[src/rtl/ofb_ctr_stream.sv]
// Streaming OFB/CTR cipher-mode engine: drives an external block-cipher core,
// prefetches keystream blocks into a small FIFO and XORs them onto a data stream.
module ofb_ctr_stream #(
  parameter int BLK_W = 128,
  parameter int CNT_W = 32,
  parameter int DEPTH = 4,
  parameter int LEN_W = 16
) (
  input  logic             clk,
  input  logic             rst_n,
  input  logic             start,
  input  logic             mode,
  input  logic [BLK_W-1:0] iv,
  input  logic [LEN_W-1:0] nblk,
  output logic             busy,
  output logic             done,
  output logic             core_ld,
  output logic [BLK_W-1:0] core_in,
  input  logic             core_done,
  input  logic [BLK_W-1:0] core_out,
  input  logic             s_valid,
  output logic             s_ready,
  input  logic [BLK_W-1:0] s_data,
  output logic             m_valid,
  input  logic             m_ready,
  output logic [BLK_W-1:0] m_data,
  output logic [2:0]       fsm_state
);

  // Both streams use valid/ready: a beat transfers on a rising edge where
  // valid and ready are both high; valid never waits on ready.

  localparam int AW = $clog2(DEPTH);
  localparam logic [AW:0] FULL = (AW + 1)'(DEPTH);

  typedef enum logic [2:0] {S_IDLE, S_REQ, S_WAIT, S_HOLD, S_DRAIN} state_t;

  state_t           state;
  logic             mode_r;
  logic [BLK_W-1:0] fb_r;
  logic [LEN_W-1:0] nblk_r;
  logic [LEN_W-1:0] issued;
  logic [LEN_W-1:0] consumed;
  logic [BLK_W-1:0] fifo_mem [DEPTH];
  logic [AW-1:0]    wr_ptr;
  logic [AW-1:0]    rd_ptr;
  logic [AW:0]      count;
  logic [AW:0]      count_after;
  logic [LEN_W-1:0] issued_next;
  logic             push;
  logic             pop;
  logic             last_accept;

  assign push        = (state == S_WAIT) && core_done;
  assign s_ready     = (count != '0) && (!m_valid || m_ready);
  assign pop         = s_valid && s_ready;
  assign count_after = count + {{AW{1'b0}}, push} - {{AW{1'b0}}, pop};
  assign issued_next = issued + LEN_W'(1);
  // Every block has been consumed, so the one leaving the output register is the last.
  assign last_accept = (state == S_DRAIN) && m_valid && m_ready && (consumed == nblk_r);

  assign busy      = (state != S_IDLE);
  assign core_ld   = (state == S_REQ);
  assign core_in   = fb_r;
  assign fsm_state = state;

  always_ff @(posedge clk) begin
    if (push) fifo_mem[wr_ptr] <= core_out;
  end

  always_ff @(posedge clk or negedge rst_n) begin
    if (!rst_n) begin
      state    <= S_IDLE;
      mode_r   <= 1'b0;
      fb_r     <= '0;
      nblk_r   <= '0;
      issued   <= '0;
      consumed <= '0;
      wr_ptr   <= '0;
      rd_ptr   <= '0;
      count    <= '0;
      done     <= 1'b0;
      m_valid  <= 1'b0;
      m_data   <= '0;
    end else begin
      done  <= 1'b0;
      count <= count_after;

      if (push) begin
        wr_ptr <= wr_ptr + 1'b1;
        issued <= issued_next;
        if (mode_r) fb_r[CNT_W-1:0] <= fb_r[CNT_W-1:0] + CNT_W'(1);
        else        fb_r <= core_out;
      end

      if (pop) begin
        m_data   <= s_data ^ fifo_mem[rd_ptr];
        m_valid  <= 1'b1;
        rd_ptr   <= rd_ptr + 1'b1;
        consumed <= consumed + LEN_W'(1);
      end else if (m_valid && m_ready) begin
        m_valid <= 1'b0;
      end

      case (state)
        S_IDLE: begin
          if (start) begin
            if (nblk == '0) begin
              done <= 1'b1;
            end else begin
              fb_r     <= iv;
              mode_r   <= mode;
              nblk_r   <= nblk;
              issued   <= '0;
              consumed <= '0;
              state    <= S_REQ;
            end
          end
        end
        S_REQ: state <= S_WAIT;
        S_WAIT: begin
          if (core_done) begin
            if (issued_next < nblk_r) state <= (count_after != FULL) ? S_REQ : S_HOLD;
            else                      state <= S_DRAIN;
          end
        end
        S_HOLD: begin
          if (count != FULL) state <= S_REQ;
        end
        S_DRAIN: begin
          if (last_accept) begin
            done  <= 1'b1;
            state <= S_IDLE;
          end
        end
        default: state <= S_IDLE;
      endcase
    end
  end

endmodule
[config.mk]
export PLATFORM = sky130hd
export DESIGN_NAME = ofb_ctr_stream
export DESIGN_NICKNAME = d
export VERILOG_FILES = /design/src/rtl/ofb_ctr_stream.sv
export SDC_FILE = /design/constraint.sdc
export NUM_CORES = 1
export LEC_CHECK = 0
export BUFFER_PORTS_ARGS = -buffer_cell sky130_fd_sc_hd__clkbuf_2
export CAP_MARGIN = 20
export CORE_ASPECT_RATIO = 0.8
export CORE_MARGIN = 2
export CORE_UTILIZATION = 50
export CTS_CLUSTER_SIZE = 28
export DETAILED_ROUTE_END_ITERATION = 6
export HOLD_SLACK_MARGIN = 0.12
export PLACE_DENSITY_LB_ADDON = 0.05
export SLEW_MARGIN = 20
export SYNTH_ARGS = -nofsm -noshare
export SYNTH_HDL_FRONTEND = slang
export SYNTH_SLANG_ARGS = --single-unit
export TNS_END_PERCENT = 5
[constraint.sdc]
create_clock -name clk -period 6 [get_ports clk]
set_input_delay 0.9 -clock clk [delete_from_list [all_inputs] [get_ports clk]]
set_output_delay 0.9 -clock clk [all_outputs]
set_load 0.05 [all_outputs]
==> impl_metrics.yaml, run 1 <==
finish:
  syn2layout_area_growth_pct: 20.6
  nets: 3504
  fillerInstances: 5385
  post_route_cells_drive_above_1_share: 0.306
global_route:
  grt_overflow: 0
  vias_in_the_first_global_route: 22300
  global_route.usage.total: 0.255
  grt_start_max_net_pins: 156
  grt_pass1_wl_um: 135000
  antenna_found_initial: 6
clocking:
  cts_max_level: 3
  cts_clock_pin_slew_for_the_worst_setup_and_hold_paths_ps: 60
  post_cts_resized: 0
  cts_root_buffer: "sky130_fd_sc_hd__clkbuf_16"
  cts_max_path_buffers: 3
  clk_latency_ps: 620
  number_of_buffers_inserted_by_post_cts_setup_repair: 0
  cts_hold_buf: 1
  cts_sinks: 829
  tritoncts.num_buffers: 84
  tritoncts_clock_tree: "yes"
floorplanning:
  floorplan.initialDensity: 0.507
  fp.dieW_um: 296
  core_region_area_mm2: 0.0674
  io_pins: 671
  floorplan.die_area_mm2: 0.0705
  die_height_um: 238
  row_count: 85
placement:
  place.port_buffers: 670
  gpl.final_weighted_congestion: 0.880
  hpwlAfterDp_um: 62300
routing:
  vias_per_cell: 5.50
  ant_nets: 0
  dr.pass1.iters: 6
  detail_route.wl_per_cell_um: 22.3
  route.vias.total: 22300
  routed_wl_um: 90300
  drc_violation_count_after_routing: 0
  detailedRoute.firstIterationViolations: 1583
worst_setup_path:
  reg2reg_setup_slack_ps: 2530
  reg2regPathDepth: 13
  cp_data_required_time_ps: 6500
  worst_r2r_endpoint: "fsm_state[1]"
  worstSetupPathType: "flip-flop to flip-flop"
  crit_path_cell_trace: "or3_1, and2_1, nand2_1, inv_8, ha_1, inv_1, ha_1, fa_1, xnor2_1, xnor2_1, nand3_1, o31a_1, a211oi_1"
  critical_path_data_arrival_time_ps: 3980
  regToRegStartpoint: "count[2]"
  cpPeakStageDelay_ps: 420
  cp_num_cells: 13
  cp_launch_type: "flip-flop"
  path_buf_inv: 2
  startpoint: "count[2]"
  setup.worst_path.end_class: "flip-flop"
  crit_fanout: 87
  crit_path_max_delay_family: "adder cells"
  worstSetupEndpoint: "fsm_state[1]"
  timing.critical_path.slowest_stage_cell: "sky130_fd_sc_hd__fa_1"
synth:
  synth.yosys.warnings: 0
  share_of_async_settable_or_async_resettable_flops_after_synthesis: 0.382
  syn_area_mm2: 0.0342
  number_of_standard_cells_after_synthesis: 2434
  dominantRegCellSynth: "sky130_fd_sc_hd__edfxtp_1"
  synth-seq-cells: 829
  synth.net_count: 2866
  syn_area_per_cell_um2: 14.0
  synth_enable_flop_cells: 512
  synth-seq-area-share: 0.682
  netlist-cell-type-count: 62
timing:
  fin_worst_skew_ps: 17.0
  max-slew-margin-rel: 0.272
  finalMaxSlewViolations: 0
  rsz_0062_raised_after_global_routing: "false"
  timing.final.hold_violations: 0
  slew_at_the_pin_closest_to_its_max_slew_limit_ps: 1080
  worst_hold_slack_ps: 490
  timing.final.crit_period_ps: 3470
  finalSetupViolations: 0
  setup-tns-final_ps: 0
  period_share: 0.578
  clock.fmax_mhz: 288
pwr:
  total_power_mw: 22.4
  total_power_density_per_cell_area_mw_per_mm2: 544
  p_leak_nw: 16.2
  max-vdd-ir-drop_v: 0.000299
status:
  run_status: "completed"
flow_run:
  drv_cap: 0
hold_path:
  worst_hold_path_type: "input pin to flip-flop"
[synthesized netlist by cell type, drive strengths merged (7+ instances only)]
master,number,area [um^2]
nor4,23,144
and2,9,56.3
nor3,15,75.1
nor2,293,1100
or3,7,48.8
nand3,24,120
and4,7,61.3
o221ai,8,70.1
mux2i,10,100
a21oi,151,756
and3,11,70.1
xor2,35,307
ha,24,300
mux4,128,2880
o31ai,7,52.6
dfrtp,317,7930
xnor2,158,1380
inv,25,93.8
nand2,282,1060
a211oi,11,82.6
buf,31,136
nand4,29,196
a31oi,100,626
o21ai,46,230
edfxtp,512,15400
clkbuf,113,425
[registers in the layout, summed over array words and instances (netlist names)]
register	cells
fifo_mem	512
core_in	128
m_data	128
consumed	16
issued	16
nblk_r	16
count	3
fsm_state	3
rd_ptr	2
wr_ptr	2
done	1
m_valid	1
mode_r	1
[layer usage]
layer,part of all wire,wire length [um],GRT usage
met1,0.42,37600,0.346
met2,0.49,44100,0.413
met3,0.062,5560,0.0530
met4,0.033,3010,0.0904
met5,0.00027,24,0
[worst register-to-register path: stages, from the launching register on]
cell,delay (ps)
sky130_fd_sc_hd__dfrtp_1,410
sky130_fd_sc_hd__or3_1,410
sky130_fd_sc_hd__and2_1,190
sky130_fd_sc_hd__nand2_1,200
sky130_fd_sc_hd__inv_8,180
sky130_fd_sc_hd__ha_1,370
sky130_fd_sc_hd__inv_1,40
sky130_fd_sc_hd__ha_1,180
sky130_fd_sc_hd__fa_1,420
sky130_fd_sc_hd__xnor2_1,210
sky130_fd_sc_hd__xnor2_1,170
sky130_fd_sc_hd__nand3_1,100
sky130_fd_sc_hd__o31a_1,250
sky130_fd_sc_hd__a211oi_1,230
[stage by stage]
step	cells	setup slack [ps]	util	cell area [um^2]
2_1_floorplan	2434	555	-	34200
3_3_place_gp	3895	2310	0.570	38400
3_5_place_dp	3896	2180	0.570	38500
4_1_cts	4050	2490	0.610	41100
5_1_grt	4056	2310	0.611	41200
6_report	4057	2530	0.611	41200
[where the power goes]
part           internal (mW)  switching [mW]
sequential              7.36           0.872
clock                   2.97            2.13
combinational           2.78            6.30
[area by class of cell]
cell class	instances	area, um^2	share of cell area
Antenna cell	5	12.5	0.000304
Clock buffer	118	2340	0.0568
Clock inverter	35	330	0.00802
Inverter	26	105	0.00255
Multi-Input combinational cell	1435	10300	0.249
Sequential cell	829	23300	0.566
Tap cell	913	1140	0.0277
Timing Repair Buffer	696	3700	0.0898
[placed cells by master (no fill, tap or decap), types with 7 or more instances in the layout]
| master | instances |
|---|---|
| sky130_fd_sc_hd__xnor2_1 | 158 |
| sky130_fd_sc_hd__clkinv_2 | 10 |
| sky130_fd_sc_hd__and4_1 | 7 |
| sky130_fd_sc_hd__nand2_1 | 281 |
| sky130_fd_sc_hd__a211oi_1 | 11 |
| sky130_fd_sc_hd__and3_1 | 10 |
| sky130_fd_sc_hd__nor3_1 | 15 |
| sky130_fd_sc_hd__o31ai_1 | 7 |
| sky130_fd_sc_hd__mux4_2 | 128 |
| sky130_fd_sc_hd__buf_12 | 8 |
| sky130_fd_sc_hd__inv_1 | 25 |
| sky130_fd_sc_hd__nand4_1 | 28 |
| sky130_fd_sc_hd__nand3_1 | 23 |
| sky130_fd_sc_hd__mux2i_1 | 10 |
| sky130_fd_sc_hd__clkbuf_2 | 669 |
| sky130_fd_sc_hd__clkbuf_1 | 23 |
| sky130_fd_sc_hd__clkbuf_8 | 11 |
| sky130_fd_sc_hd__a31oi_1 | 100 |
| sky130_fd_sc_hd__clkinv_1 | 14 |
| sky130_fd_sc_hd__dfrtp_1 | 315 |
| sky130_fd_sc_hd__o21ai_0 | 46 |
| sky130_fd_sc_hd__nor2_1 | 292 |
| sky130_fd_sc_hd__nor4_1 | 23 |
| sky130_fd_sc_hd__o221ai_1 | 8 |
| sky130_fd_sc_hd__clkbuf_16 | 84 |
| sky130_fd_sc_hd__a21oi_1 | 151 |
| sky130_fd_sc_hd__xor2_1 | 35 |
| sky130_fd_sc_hd__buf_4 | 15 |
| sky130_fd_sc_hd__ha_1 | 24 |
| sky130_fd_sc_hd__edfxtp_1 | 512 |
[cell families (layout without fill, tap and decap cells)]
logic type | count (synthesis) | in the layout | share of synthesized area
fa+ha+maj | 25 | 25 | 0.00937
mux | 139 | 139 | 0.0876
flops | 829 | 829 | 0.682
xor+xnor | 193 | 193 | 0.0495
simple gates | 715 | 715 | 0.0891
buf+inv | 170 | 875 | 0.0193
other cells | 0 | 5 | 0
compound gates | 363 | 363 | 0.0629
[how the worst min path moves through the flow]
stage	from	to	slack [ps]	cells after the start
6_report	iv[24]	core_in[24]	490	3
5_1_grt	iv[7]	core_in[7]	480	2
4_1_cts	iv[24]	core_in[24]	450	3
3_5_place_dp	m_data[71]	m_data[71]	520	2
3_3_place_gp	m_data[52]	m_data[52]	510	2
2_1_floorplan	nblk_r[0]	nblk_r[0]	490	2
Power figures use the tool's default switching activity.
==> run 2: changes to the inputs <==
==> constraint.sdc (replaced) <==
create_clock -name clk -period 3.36 [get_ports clk]
set_input_delay 0.504 -clock clk [delete_from_list [all_inputs] [get_ports clk]]
set_output_delay 0.504 -clock clk [all_outputs]
set_load 0.05 [all_outputs]
==> impl_metrics.yaml, run 2 (synthesized netlist as in run 1, its figures left out) <==
status:
  run_status: "completed"
clocking:
  cts_hold_buf: 142
  cts_root_buffer: "sky130_fd_sc_hd__clkbuf_16"
  cts_max_path_buffers: 3
  number_of_buffers_inserted_by_post_cts_setup_repair: 0
  post_cts_resized: 0
  cts_clock_pin_slew_for_the_worst_setup_and_hold_paths_ps: 60
  cts_max_level: 3
  tritoncts.num_buffers: 82
  tritoncts_clock_tree: "yes"
  clk_latency_ps: 620
  cts_sinks: 829
finish:
  postLayoutCellArea_mm2: 0.0432
  largest_reg_flops: 512
  syn2layout_area_growth_pct: 26.5
  post_route_cells_drive_above_1_share: 0.302
  seq_area_mm2: 0.0233
  layout.cells.most_common: "sky130_fd_sc_hd__clkbuf_2"
  multi_input_comb_area_mm2: 0.0103
  register_ranked_first_by_flip_flop_count: "fifo_mem"
  fillerInstances: 5186
  nets: 3673
  mostFrequentLayoutCells: "sky130_fd_sc_hd__clkbuf_2 (669), sky130_fd_sc_hd__edfxtp_1 (512), sky130_fd_sc_hd__dfrtp_1 (312)"
floorplanning:
  core_region_area_mm2: 0.0674
  fp.dieW_um: 296
  io_pins: 671
  floorplan.initialDensity: 0.507
  floorplan.die_area_mm2: 0.0705
  die_height_um: 238
  row_count: 85
routing:
  ant_nets: 0
  routed_wl_um: 92800
  detailedRoute.firstIterationViolations: 1654
  drc_violation_count_after_routing: 0
  vias_per_cell: 5.49
  dr.pass1.iters: 6
  detail_route.wl_per_cell_um: 22.0
  route.vias.total: 23200
worst_setup_path:
  cp_launch_type: "flip-flop"
  reg2reg_setup_slack_ps: 210
  cp_data_required_time_ps: 3880
  worstSetupPathType: "flip-flop to flip-flop"
  setup.worst_path.end_class: "flip-flop"
  cpPeakStageDelay_ps: 420
  crit_fanout: 3
  crit_path_cell_trace: "or3_1, and2_4, nand2_1, inv_8, ha_1, inv_1, ha_1, fa_1, xnor2_1, xnor2_1, nand3_1, o31a_1, a211oi_1"
  crit_path_max_delay_family: "simple AND/OR/NAND/NOR gates"
  regToRegStartpoint: "count[1]"
  critical_path_data_arrival_time_ps: 3680
  timing.critical_path.slowest_stage_cell: "sky130_fd_sc_hd__or3_1"
  path_buf_inv: 2
  startpoint: "count[1]"
pwr:
  internal-power_mw: 24.1
  max-vdd-ir-drop_v: 0.000644
  total_power_density_per_cell_area_mw_per_mm2: 944
  p_leak_nw: 17.1
  share_clk_of_total_power: 0.231
  power_frac_seq: 0.361
  p_comb_frac: 0.407
  switching_pwr_mw: 16.7
  switching_share: 0.409
global_route:
  antenna_found_initial: 13
  grt_pass1_wl_um: 139000
  global_route.usage.total: 0.262
  vias_in_the_first_global_route: 23200
  grt_overflow: 0
  grt_start_max_net_pins: 182
placement:
  placement.cell_area_mm2: 0.0390
  place.port_buffers: 670
  gpl.final_weighted_congestion: 0.901
  hpwlAfterDp_um: 63500
timing:
  slew_at_the_pin_closest_to_its_max_slew_limit_ps: 984
  clock.fmax_mhz: 317
  finalSetupViolations: 0
  finalMaxSlewViolations: 0
  setup-tns-final_ps: 0
  timing.final.hold_violations: 0
  rsz_0062_raised_after_global_routing: "false"
  timing.final.crit_period_ps: 3150
  max-slew-margin-rel: 0.344
  period_share: 0.938
  fin_worst_skew_ps: 12.9
flow_run:
  drv_cap: 0
hold_path:
  hold_path.startpoint: "nblk[7]"
  worst_hold_path_type: "input pin to flip-flop"
## run 2: power by group through the flow
stage | Sequential [mW] | Combinational (mW) | Clock, mW
2_1_floorplan | 19.7 | 6.90 | 0
3_3_place_gp | 14.8 | 16.4 | 0
3_5_place_dp | 14.9 | 16.6 | 0
4_1_cts | 14.7 | 16.8 | 9.65
5_1_grt | 15.0 | 17.7 | 10.1
6_report | 14.7 | 16.6 | 9.45
## run 2: layout make-up
class,instances,area share
multi-input cells,1435,0.237
inverters,26,0.00243
well taps,913,0.0264
repair buffers,867,0.129
diodes,9,0.000521
clock buffers,106,0.0532
flip-flops and latches,829,0.540
clock inverters,43,0.0114
## run 2: worst reg2reg max path, stage by stage (launching register included)
cell,delay [ps]
sky130_fd_sc_hd__dfrtp_1,390
sky130_fd_sc_hd__or3_1,420
sky130_fd_sc_hd__and2_4,180
sky130_fd_sc_hd__nand2_1,210
sky130_fd_sc_hd__inv_8,40
sky130_fd_sc_hd__ha_1,270
sky130_fd_sc_hd__inv_1,40
sky130_fd_sc_hd__ha_1,190
sky130_fd_sc_hd__fa_1,400
sky130_fd_sc_hd__xnor2_1,210
sky130_fd_sc_hd__xnor2_1,160
sky130_fd_sc_hd__nand3_1,90
sky130_fd_sc_hd__o31a_1,250
sky130_fd_sc_hd__a211oi_1,200
## run 2: stage by stage
stage                util  worst slack [ps]  instances  hold WS [ps]  power [mW]
finish              0.641               207       4228           150        40.8
detailed placement  0.578               197       3927           517        31.5
floorplan               -              1.60       2434           208        26.6
global route        0.641              53.5       4228           120        42.8
CTS                 0.640               199       4218           121        41.2
global placement    0.578               251       3927           509        31.2
## run 2: path summary, 6_finish.rpt
| path | end | cells after the start |
|---|---|---|
| min in group asynchronous | core_in[43] | 2 |
| max in group asynchronous | core_in[17] | 3 |
| worst max register to register | fsm_state[1] | 13 |
| worst min-delay path | nblk_r[7] | 3 |
| worst max-delay path | fsm_state[1] | 13 |
| worst min register to register | m_data[84] | 2 |
## run 2: metal layers
metal  vias up  GRT usage  wire length (um)
li1      10600          -                 -
met1     11600      0.352             38000
met2       795      0.426             45500
met3       181     0.0596              6400
met4         8     0.0898              2830
met5         -          0                48
==> run 3: changes to the inputs <==
--- a/config.mk
+++ b/config.mk
@@ -7,7 +7,7 @@
 export LEC_CHECK = 0
 export BUFFER_PORTS_ARGS = -buffer_cell sky130_fd_sc_hd__clkbuf_2
 export CAP_MARGIN = 20
-export CORE_ASPECT_RATIO = 0.8
+export CORE_ASPECT_RATIO = 0.9
 export CORE_MARGIN = 2
 export CORE_UTILIZATION = 50
 export CTS_CLUSTER_SIZE = 28
==> impl_metrics.yaml, run 3 (synthesized netlist as in run 1, its figures left out) <==
clocking:
  cts_max_level: 3
  clk_latency_ps: 620
  number_of_buffers_inserted_by_post_cts_setup_repair: 0
  cts_root_buffer: "sky130_fd_sc_hd__clkbuf_16"
  cts_max_path_buffers: 3
  tritoncts.num_buffers: 85
  cts_sinks: 829
  cts_clock_pin_slew_for_the_worst_setup_and_hold_paths_ps: 60
  post_cts_resized: 0
  tritoncts_clock_tree: "yes"
routing:
  detail_route.wl_per_cell_um: 22.4
  vias_per_cell: 5.52
  ant_nets: 0
  dr.pass1.iters: 7
  drc_violation_count_after_routing: 0
  route.vias.total: 23100
  routed_wl_um: 93800
  detailedRoute.firstIterationViolations: 1892
global_route:
  grt_start_max_net_pins: 191
  most_used_routing_layer: "met2"
  grt_overflow: 0
  vias_in_the_first_global_route: 23100
  grtUsageMet2: 0.437
  grt_pass1_wl_um: 140000
  antenna_found_initial: 9
  grt_use_met3: 0.0592
  global_route.usage.met1: 0.350
  global_route.usage.total: 0.264
pwr:
  switching_share: 0.412
  max-vdd-ir-drop_v: 0.000555
  total_power_density_per_cell_area_mw_per_mm2: 952
  internal-power_mw: 24.1
  switching_pwr_mw: 16.9
  share_clk_of_total_power: 0.234
  p_leak_nw: 17.0
  p_comb_frac: 0.408
  power_frac_seq: 0.358
worst_setup_path:
  reg2regPathDepth: 13
  timing.critical_path.slowest_stage_cell: "sky130_fd_sc_hd__or3_1"
  crit_fanout: 3
  cpPeakStageDelay_ps: 430
  worstSetupPathType: "flip-flop to flip-flop"
  setup.worst_path.end_class: "flip-flop"
  critical_path_data_arrival_time_ps: 3640
  cp_data_required_time_ps: 3880
  cp_num_cells: 13
  crit_path_cell_trace: "or3_1, and2_4, nand2_1, inv_8, ha_1, inv_1, ha_1, fa_1, xnor2_1, xnor2_1, nand3_1, o31a_1, a211oi_1"
  crit_path_max_delay_family: "simple AND/OR/NAND/NOR gates"
  path_buf_inv: 2
  cp_launch_type: "flip-flop"
timing:
  finalMaxSlewViolations: 0
  setup-tns-final_ps: 0
  max-slew-margin-rel: 0.299
  timing.final.ws_setup_ps: 244
  timing.final.hold_violations: 0
  clock.fmax_mhz: 321
  finalSetupViolations: 0
  timing.final.crit_period_ps: 3120
  slew_at_the_pin_closest_to_its_max_slew_limit_ps: 1040
  fin_worst_skew_ps: 20.5
  period_share: 0.928
  rsz_0062_raised_after_global_routing: "false"
floorplanning:
  fp.dieW_um: 280
  floorplan.initialDensity: 0.507
  floorplan.die_area_mm2: 0.0704
  row_count: 90
  core_region_area_mm2: 0.0673
  io_pins: 671
  die_height_um: 252
status:
  run_status: "completed"
finish:
  layout.cells.most_common: "sky130_fd_sc_hd__clkbuf_2"
  fillerInstances: 5193
  syn2layout_area_growth_pct: 26.0
  register_ranked_first_by_flip_flop_count: "fifo_mem"
  nets: 3666
  post_route_cells_drive_above_1_share: 0.304
  mostFrequentLayoutCells: "sky130_fd_sc_hd__clkbuf_2 (669), sky130_fd_sc_hd__edfxtp_1 (512), sky130_fd_sc_hd__dfrtp_1 (312)"
  largest_reg_flops: 512
hold_path:
  hold_path_depth: 3
  worst_hold_path_type: "input pin to flip-flop"
placement:
  gpl.final_weighted_congestion: 0.870
  hpwlAfterDp_um: 64900
  detailedPlace.worstSlack_ps: 259
  place.port_buffers: 670
flow_run:
  drv_cap: 0
[run 3: cell count changes in the layout (fill, tap and decap cells not counted), moves of 2 or more]
cell / previous run / this run
sky130_fd_sc_hd__buf_12: 30 / 24
sky130_fd_sc_hd__diode_2: 9 / 7
sky130_fd_sc_hd__buf_4: 24 / 29
sky130_fd_sc_hd__dlygate4sd3_1: 143 / 134
sky130_fd_sc_hd__clkbuf_1: 13 / 22
sky130_fd_sc_hd__inv_16: 0 / 2
sky130_fd_sc_hd__clkinv_2: 15 / 19
sky130_fd_sc_hd__clkinv_1: 13 / 8
[run 3: power by group through the flow]
| stage | logic [mW] | clock network [mW] | registers [mW] |
|---|---|---|---|
| floorplan | 6.90 | 0 | 19.7 |
| CTS | 16.9 | 9.80 | 14.7 |
| finish | 16.7 | 9.59 | 14.7 |
| global route | 17.8 | 10.2 | 14.9 |
| global placement | 16.5 | 0 | 14.7 |
| detailed placement | 16.7 | 0 | 14.8 |
[run 3: final cells by class]
class,count,area (um^2),share of cell area
well taps,874,1090,0.0254
inverters,26,105,0.00244
diodes,7,17.5,0.000407
repair buffers,857,5400,0.126
clock buffers,115,2340,0.0544
multi-input cells,1435,10300,0.238
clock inverters,43,494,0.0115
flip-flops and latches,829,23300,0.542
[run 3: worst paths after layout]
path,from,endpoint,slack (ps)
setup reg to reg,count[1],fsm_state[1],240
hold reg to reg,m_data[52],m_data[52],530
hold / removal,nblk[6],nblk_r[6],150
setup / recovery,count[1],fsm_state[1],240
min in group asynchronous,rst_n,core_in[45],470
max in group asynchronous,rst_n,fsm_state[2],1940
[run 3: per-layer routing]
metal | share of wire | vias up | wire, um
li1 | - | 10600 | -
met1 | 0.41 | 11500 | 38100
met2 | 0.50 | 873 | 46700
met3 | 0.069 | 145 | 6490
met4 | 0.026 | 2 | 2470
met5 | 0.00013 | - | 12
[run 3: through the flow]
stage               utilization  power (mW)  std cells  hold WS, ps  area [um^2]
global placement          0.577        31.3       3887          510        38800
detailed placement        0.577        31.6       3887          519        38800
CTS                       0.639        41.4       4179          120        43000
global route              0.639        42.9       4184          122        43000
floorplan                     -        26.6       2434          208        34200
finish                    0.639        41.0       4186          149        43000
[run 3: worst register-to-register path, stage by stage (launching register included)]
cell and delay [ps]:
sky130_fd_sc_hd__dfrtp_1 390, sky130_fd_sc_hd__or3_1 430, sky130_fd_sc_hd__and2_4 180, sky130_fd_sc_hd__nand2_1 200, sky130_fd_sc_hd__inv_8 40, sky130_fd_sc_hd__ha_1 260, sky130_fd_sc_hd__inv_1 40, sky130_fd_sc_hd__ha_1 190
sky130_fd_sc_hd__fa_1 410, sky130_fd_sc_hd__xnor2_1 200, sky130_fd_sc_hd__xnor2_1 170, sky130_fd_sc_hd__nand3_1 100, sky130_fd_sc_hd__o31a_1 240, sky130_fd_sc_hd__a211oi_1 200
[run 3: what timing repair did]
action,in CTS,in global routing
endpoints found under the hold margin,304,0
hold buffers,134,0
endpoints found under the setup margin,0,0
